$ cat config.mk
export PLATFORM = sky130hd
export DESIGN_NAME = pword_entry
export DESIGN_NICKNAME = d
export VERILOG_FILES = /design/src/rtl/pword_entry_pkg.sv /design/src/rtl/btn_debounce.sv /design/src/rtl/pword_entry.sv
export SDC_FILE = /design/constraint.sdc
export NUM_CORES = 1
export LEC_CHECK = 0
export CAP_MARGIN = 10
export CORE_MARGIN = 2
export CORE_UTILIZATION = 57
export CTS_BUF_LIST = sky130_fd_sc_hd__clkbuf_8
export DETAILED_ROUTE_END_ITERATION = 12
export GPL_ROUTABILITY_DRIVEN = 0
export GPL_TIMING_DRIVEN = 0
export PLACE_DENSITY = 0.82
export SLEW_MARGIN = 0
export SYNTH_ARGS = -nofsm -noshare
export SYNTH_HDL_FRONTEND = slang
export SYNTH_SLANG_ARGS = --single-unit
$ cat constraint.sdc
create_clock -name CLK -period 4.3 [get_ports CLK]
set_clock_uncertainty 0.05 [all_clocks]
set_input_delay 0.86 -clock CLK [delete_from_list [all_inputs] [get_ports CLK]]
set_output_delay 0.86 -clock CLK [all_outputs]
set_load 0.005 [all_outputs]
$ cat src/rtl/pword_entry_pkg.sv
// Shared definitions for the password-entry front end and the access controller.
package pword_entry_pkg;

  typedef enum logic [1:0] {
    StEntry    = 2'd0,
    StWaitRes  = 2'd1,
    StLoggedIn = 2'd2,
    StLockout  = 2'd3
  } pw_state_e;

  localparam int unsigned NumDigits = 4;

  function automatic int unsigned max3(input int unsigned a, input int unsigned b,
                                       input int unsigned c);
    int unsigned m;
    m = (a > b) ? a : b;
    return (m > c) ? m : c;
  endfunction

endpackage

$ cat src/rtl/btn_debounce.sv
// Two-flop synchronizer, counting debouncer and falling-edge detect for an
// active-low pushbutton. press pulses for one cycle when the debounced level drops.
module btn_debounce #(
  parameter int unsigned DEBOUNCE_CYCLES = 16,
  parameter int unsigned CNT_W           = 5
) (
  input  logic CLK,
  input  logic RST,
  input  logic btn_n,
  output logic press
);

  localparam logic [CNT_W-1:0] CntLast = CNT_W'(DEBOUNCE_CYCLES - 1);

  logic             sync1_q, sync2_q;
  logic             level_q, level_d;
  logic [CNT_W-1:0] cnt_q, cnt_d;
  logic             done;

  always_ff @(posedge CLK or negedge RST) begin
    if (!RST) begin
      sync1_q <= 1'b1;
      sync2_q <= 1'b1;
      level_q <= 1'b1;
      cnt_q   <= '0;
    end else begin
      sync1_q <= btn_n;
      sync2_q <= sync1_q;
      level_q <= level_d;
      cnt_q   <= cnt_d;
    end
  end

  // Count consecutive samples that disagree with the accepted level.
  always_comb begin
    level_d = level_q;
    cnt_d   = cnt_q;
    done    = 1'b0;
    if (sync2_q == level_q) begin
      cnt_d = '0;
    end else if (cnt_q >= CntLast) begin
      done    = 1'b1;
      level_d = sync2_q;
      cnt_d   = '0;
    end else begin
      cnt_d = cnt_q + CNT_W'(1);
    end
  end

  assign press = done & ~sync2_q;

endmodule

$ cat src/rtl/pword_entry.sv
// Password digit entry: debounced button strobes sw_digit to the access
// controller, tracks the attempt, and locks out after repeated failures.
module pword_entry
  import pword_entry_pkg::*;
#(
  parameter int unsigned DEBOUNCE_CYCLES = 16,
  parameter int unsigned RESULT_WAIT     = 4,
  parameter int unsigned MAX_FAILS       = 3,
  parameter int unsigned LOCK_CYCLES     = 64
) (
  input  logic       CLK,
  input  logic       RST,
  input  logic [3:0] sw_digit,
  input  logic       btn_enter,
  input  logic       pass_green,
  output logic [3:0] pword,
  output logic       pword_enter,
  output logic [2:0] digit_count,
  output logic [1:0] fail_count,
  output logic       locked
);

  localparam int unsigned CntMax = max3(DEBOUNCE_CYCLES, RESULT_WAIT, LOCK_CYCLES);
  localparam int unsigned CntW   = $clog2(CntMax + 1);

  localparam logic [CntW-1:0] ResultLoad = CntW'(RESULT_WAIT);
  localparam logic [CntW-1:0] LockLoad   = CntW'(LOCK_CYCLES);
  localparam logic [CntW-1:0] TimerOne   = CntW'(1);
  localparam logic [2:0]      DigitLast  = 3'(NumDigits - 1);
  localparam logic [1:0]      FailMax    = 2'(MAX_FAILS);

  pw_state_e       state_q, state_d;
  logic [CntW-1:0] timer_q, timer_d;
  logic [2:0]      digit_q, digit_d;
  logic [1:0]      fail_q, fail_d, fail_inc;
  logic [3:0]      pword_q;
  logic            pword_enter_q;
  logic            press;
  logic            accept;

  btn_debounce #(
    .DEBOUNCE_CYCLES(DEBOUNCE_CYCLES),
    .CNT_W          (CntW)
  ) u_btn_debounce (
    .CLK  (CLK),
    .RST  (RST),
    .btn_n(btn_enter),
    .press(press)
  );

  always_ff @(posedge CLK or negedge RST) begin
    if (!RST) begin
      state_q       <= StEntry;
      timer_q       <= '0;
      digit_q       <= '0;
      fail_q        <= '0;
      pword_q       <= '0;
      pword_enter_q <= 1'b0;
    end else begin
      state_q       <= state_d;
      timer_q       <= timer_d;
      digit_q       <= digit_d;
      fail_q        <= fail_d;
      pword_enter_q <= accept;
      if (accept) pword_q <= sw_digit;
    end
  end

  // Presses are judged against state_q, so a transition on the same edge never steals one.
  always_comb begin
    state_d  = state_q;
    timer_d  = timer_q;
    digit_d  = digit_q;
    fail_d   = fail_q;
    fail_inc = (fail_q >= FailMax) ? fail_q : fail_q + 2'd1;
    unique case (state_q)
      StEntry: begin
        if (accept) begin
          digit_d = digit_q + 3'd1;
          if (digit_q == DigitLast) begin
            state_d = StWaitRes;
            timer_d = ResultLoad;
          end
        end
      end
      StWaitRes: begin
        if (pass_green) begin
          state_d = StLoggedIn;
          fail_d  = '0;
          digit_d = '0;
          timer_d = '0;
        end else if (timer_q <= TimerOne) begin
          digit_d = '0;
          fail_d  = fail_inc;
          timer_d = '0;
          if (fail_inc >= FailMax) begin
            state_d = StLockout;
            timer_d = LockLoad;
          end else begin
            state_d = StEntry;
          end
        end else begin
          timer_d = timer_q - TimerOne;
        end
      end
      StLoggedIn: begin
        if (accept || !pass_green) begin
          state_d = StEntry;
          digit_d = '0;
        end
      end
      StLockout: begin
        if (timer_q <= TimerOne) begin
          state_d = StEntry;
          fail_d  = '0;
          timer_d = '0;
        end else begin
          timer_d = timer_q - TimerOne;
        end
      end
    endcase
  end

  always_comb begin
    accept = press & ((state_q == StEntry) | (state_q == StLoggedIn));
    locked = (state_q == StLockout);
  end

  assign pword       = pword_q;
  assign pword_enter = pword_enter_q;
  assign digit_count = digit_q;
  assign fail_count  = fail_q;

endmodule

==> results of run 1 <==
worst paths after layout:
path                                      endpoint  cells past startpoint
min                         u_btn_debounce.sync2_q                      0
min reg2reg                 u_btn_debounce.sync2_q                      0
min in group asynchronous  u_btn_debounce.cnt_q[3]                      1
max                                     timer_q[2]                      7
max in group asynchronous                 pword[2]                      1
max reg2reg                             timer_q[2]                      6
sequential cells by signal, indices dropped and copies added (netlist names):
name and count:
digit_count 3, fail_count 2, pword 4, pword_enter 1
state_q 2, timer_q 7, u_btn_debounce.cnt_q 7, u_btn_debounce.level_q 1
u_btn_debounce.sync1_q 1, u_btn_debounce.sync2_q 1
per-stage QoR:
stage	worst slack [ns]	instances
after detailed placement	1.68	185
after global placement	1.71	185
final	1.90	193
after global routing	1.81	193
after floorplan	2.26	137
after CTS	1.94	193
logic make-up after synthesis:
| family | after synthesis | synth area share |
|---|---|---|
| XOR/XNOR | 2 | 0.0121 |
| flip-flops | 29 | 0.503 |
| adder cells (fa/ha/maj) | 9 | 0.0777 |
| AND/OR/NAND/NOR | 41 | 0.147 |
| multiplexers | 6 | 0.0492 |
| other | 1 | 0.00259 |
| AO/OA/AOI/OAI | 36 | 0.179 |
| buffers and inverters | 11 | 0.0294 |
power by group:
group / internal [uW] / total [uW] / switching (uW)
combinational: 270 / 562 / 292
clock: 169 / 271 / 102
sequential: 348 / 405 / 56.5
placed cells by master (no fill, tap or decap), types with 4 or more instances in the layout:
cell / synthesis / final
a21oi_1: 4 / 4
clkbuf_8: 0 / 5
clkdlybuf4s50_1: 0 / 17
dfrtp_1: 26 / 26
ha_1: 9 / 9
inv_1: 7 / 8
mux2_2: 5 / 5
nand2_1: 7 / 7
nor2_1: 11 / 11
nor2b_1: 5 / 5
nor3_1: 5 / 5
o21ai_0: 6 / 6
worst reg2reg max path: stages (launching register included):
cell and delay, ns:
dfrtp_1 0.40, or4_4 0.57, o32ai_1 0.42, buf_2 0.29, nor2_1 0.08, o21ai_0 0.21, o21ai_0 0.14
Yosys cell counts (all sizes together), types with 3 or more instances:
cell type	n	share of area
or3	3	0.013
nand2	7	0.018
nand3	3	0.010
nor3	5	0.017
nor2	12	0.033
nor2b	5	0.022
dfrtp	26	0.45
inv	7	0.018
dfstp	3	0.054
ha	9	0.078
mux2	6	0.049
o21ai	8	0.028
o31ai	3	0.016
a21oi	4	0.014
routing by layer:
metal	GRT usage	wire length (um)	up-vias
met4	0.0708	34	0
li1	-	-	539
met5	0	0	-
met1	0.275	1260	554
met2	0.380	1550	36
met3	0.112	184	4
layout make-up:
type                       instances  area share
timing repair buffer              18      0.0986
buffer                             4     0.00915
multi-input combinational         97       0.385
clock buffer                       5      0.0387
sequential                        29       0.411
clock inverter                     3      0.0218
tap                               30      0.0211
inverter                           7      0.0148
==> flow_summary.ini, run 1 <==
[power]
irDropWorstVdd_mv = 0.501
p_leak_uw = 0.000805
cellPowerDensity_mw_per_mm2 = 697
power_uw = 1240

[critical_path]
end_kind = flip-flop
reg2reg_from = timer_q[5]
crit_chain = clkdlybuf4s50_1, nor2b_1, o32ai_1, buf_2, nor2_1, o21ai_0, o21ai_0
cp_slowest_stage_delay_ns = 0.56
crit_required_ns = 4.39
crit_buf_inv = 2
cp.arrival_ns = 2.50
crit_top_cell = o21ai_0
path_max_fanout = 10
crit_path_start = pass_green
start_kind = primary input
r2r_slack_ns = 2.02
crit_type = primary input to flip-flop
critPathSlowestCell = clkdlybuf4s50_1
crit_family = buffers and inverters

[hold_path]
worstHoldStart = u_btn_debounce.sync1_q
holdCritPathClass = flip-flop to flip-flop

[yosys]
ys_seq_elements = 29
async_reset_ff_frac = 1.00
netlist_area_sq_mm = 0.00145
synth.distinct_cells = 42
yosys_warnings = 0
synth_edf_count = 0
syn_inst = 135
ys_seq_area_frac = 0.503
avgSynthCellArea_sq_um = 10.7
synth_top_flop_cell = dfrtp_1

[sta]
finalCritPeriodShare = 0.559
holdWs_ns = 0.305
relSlewSlack = 0.528
final.setup.tns_ns = 0
slew_violations = 0
worst_pin_slew_ns = 0.709
hold_viol = 0
finalSetupViolCount = 0
rsz0062_at_grt = no
period_needed_ns = 2.40
clock.fmax_ghz = 0.416

[cells_and_area]
nets = 179
multi_input_area_sq_um = 684
fin_area_sq_mm = 0.00178
syn_to_final_growth_pct = 22.6
fillCellCount = 183
drive_above_1_share = 0.141
post-route-util = 0.730
ff_latch_area_sq_um = 729
antenna_cells = 0

[clocking]
tritoncts = done
post_cts_buffers = 0
cts_root_buffer = clkbuf_8
cts_max_path_buffers = 2
clk_pin_slew_worst_paths_ns = 0.06
htree_levels = 2
clock_latency_ns = 0.28
holdBufCountCts = 0
cts_buffers = 5
post_cts_resized = 0
cts.sinks = 29

[die]
io_pins = 19
rows = 18
die_w_um = 54.4
core_region_area_sq_mm = 0.00243
die-area_sq_mm = 0.00296
start_util = 0.596
die_h_um = 54.4

[drt]
first_pass_iters = 4
viasPerCell = 5.87
wl_per_cell_um = 15.7
via_count = 1133
wl_um = 3030
drcViolationCount = 0
ant_nets = 0
drtIter0Drc = 30

[placement]
placed_cell_area_sq_mm = 0.00167
io_buffers = 18
dp_hpwl_um = 2150

[global_routing]
grt_max_degree = 30
grt_pass1_wl_um = 4710
globalRoute.totalOverflow = 0
track_usage = 0.234
antenna_found_initial = 0
grt_pass1_vias = 1053

[run_status]
status = finished, final reports clean

[run]
drv_cap = 0
No activity file was read; power rests on OpenSTA's default activity.
==> inputs of run 2 (changes only) <==
CORE_UTILIZATION = 56   (was 57)
PLACE_DENSITY = 0.81   (was 0.82)
clock period = 2.3 ns   (was 4.3 ns; I/O delays follow)
==> run 2 against run 1 <==
  * Worst setup slack lost 1.8 ns
  * Sequential power grew 86%
  * Power grew 79%
  * Cell area fell by 0.42%
  * Largest cell class unchanged
==> flow_summary.ini, run 2 (synthesis results as in run 1) <==
[sta]
slew_violations = 0
rsz0062_at_grt = no
final.setup.tns_ns = 0
hold_viol = 0
clock.fmax_ghz = 0.462
period_needed_ns = 2.17
relSlewSlack = 0.589
setup_slack_ns = 0.134
finalCritPeriodShare = 0.942
worst_pin_slew_ns = 0.617
finalSetupViolCount = 0

[drt]
viasPerCell = 5.92
via_count = 1142
wl_per_cell_um = 14.6
ant_nets = 0
wl_um = 2820
first_pass_iters = 4
drcViolationCount = 0
drtIter0Drc = 30

[die]
die-area_sq_mm = 0.00301
die_h_um = 54.9
start_util = 0.590
core_region_area_sq_mm = 0.00245
io_pins = 19
die_w_um = 54.9
rows = 18

[placement]
pre_cts_slack_ns = 0.0449
placed_cell_area_sq_mm = 0.00167
dp_hpwl_um = 2050
io_buffers = 18

[global_routing]
globalRoute.totalOverflow = 0
grt_pass1_vias = 1109
track_usage = 0.225
grt_max_degree = 30
antenna_found_initial = 0
grt_pass1_wl_um = 4610

[clocking]
clk_pin_slew_worst_paths_ns = 0.06
tritoncts = done
cts_max_path_buffers = 2
htree_levels = 2
post_cts_resized = 0
cts_root_buffer = clkbuf_8
cts_buffers = 5
clock_latency_ns = 0.28
holdBufCountCts = 0
cts.sinks = 29
post_cts_buffers = 0

[cells_and_area]
fillCellCount = 171
final_cell_mix = dfrtp_1 (26), clkdlybuf4s50_1 (17), nor2_1 (11)
ff_latch_area_sq_um = 729
antenna_cells = 0
drive_above_1_share = 0.141
final_common_cell = dfrtp_1
nets = 179
fin_area_sq_mm = 0.00177
syn_to_final_growth_pct = 22.1
multi_input_area_sq_um = 692

[critical_path]
r2r_slack_ns = 0.13
r2r_cells = 4
cp.arrival_ns = 2.28
end_kind = flip-flop
crit_family = simple AND/OR/NAND/NOR gates
crit_chain = or4_4, or3_1, a211o_1, mux2_4
path_max_fanout = 5
start_kind = flip-flop
crit_required_ns = 2.41
cp_slowest_stage_delay_ns = 0.56
reg2reg_from = timer_q[4]
rr_endpoint = digit_count[0]
crit_type = flip-flop to flip-flop
critPathSlowestCell = or4_4
crit_buf_inv = 0

[power]
power_uw = 2210
p_leak_uw = 0.000802
irDropWorstVdd_mv = 0.846
cellPowerDensity_mw_per_mm2 = 1250

[run_status]
status = finished, final reports clean

[run]
drv_cap = 0

[hold_path]
holdCritPathClass = primary input to async pin
-- run 2: worst max-delay path by stage --
stage / from / endpoint / slack, ns / cells after the start
6_report: timer_q[4] / digit_count[0] / 0.13 / 4
5_1_grt: state_q[1] / timer_q[3] / 0.02 / 6
4_1_cts: timer_q[4] / state_q[0] / 0.03 / 6
3_5_place_dp: pass_green / timer_q[1] / 0.04 / 5
3_3_place_gp: pass_green / timer_q[4] / 0.12 / 5
2_1_floorplan: timer_q[5] / digit_count[0] / 0.26 / 4
-- run 2: layout make-up --
| type | count | area share |
|---|---|---|
| Sequential cell | 29 | 0.412 |
| Multi-Input combinational cell | 97 | 0.391 |
| Timing Repair Buffer | 18 | 0.0990 |
| Clock buffer | 6 | 0.0467 |
| Tap cell | 30 | 0.0212 |
| Inverter | 7 | 0.0149 |
| Buffer | 4 | 0.0106 |
| Clock inverter | 2 | 0.00424 |
-- run 2: per-layer routing --
metal  GRT usage  vias to the layer above  wire [um]
met3      0.0820                        6        159
met2       0.381                       40       1450
met5           0                        -          0
met4      0.0875                        0         40
li1            -                      539          -
met1       0.255                      557       1170
-- run 2: per-stage QoR --
| stage | instances | util | hold WS, ns |
|---|---|---|---|
| after floorplan | 137 | - | 0.114 |
| after global placement | 185 | 0.682 | 0.296 |
| after detailed placement | 185 | 0.682 | 0.299 |
| after CTS | 193 | 0.719 | 0.307 |
| after global routing | 193 | 0.721 | 0.192 |
| final | 193 | 0.721 | 0.141 |
-- run 2: worst reg2reg max path, stage by stage (launching register included) --
cell and delay (ns):
dfrtp_1 0.43, or4_4 0.56, or3_1 0.37, a211o_1 0.37, mux2_4 0.28
-- run 2: where the power goes --
group	total [uW]	switching, uW	internal [uW]
sequential	755	103	652
combinational	1040	526	515
clock	414	180	234
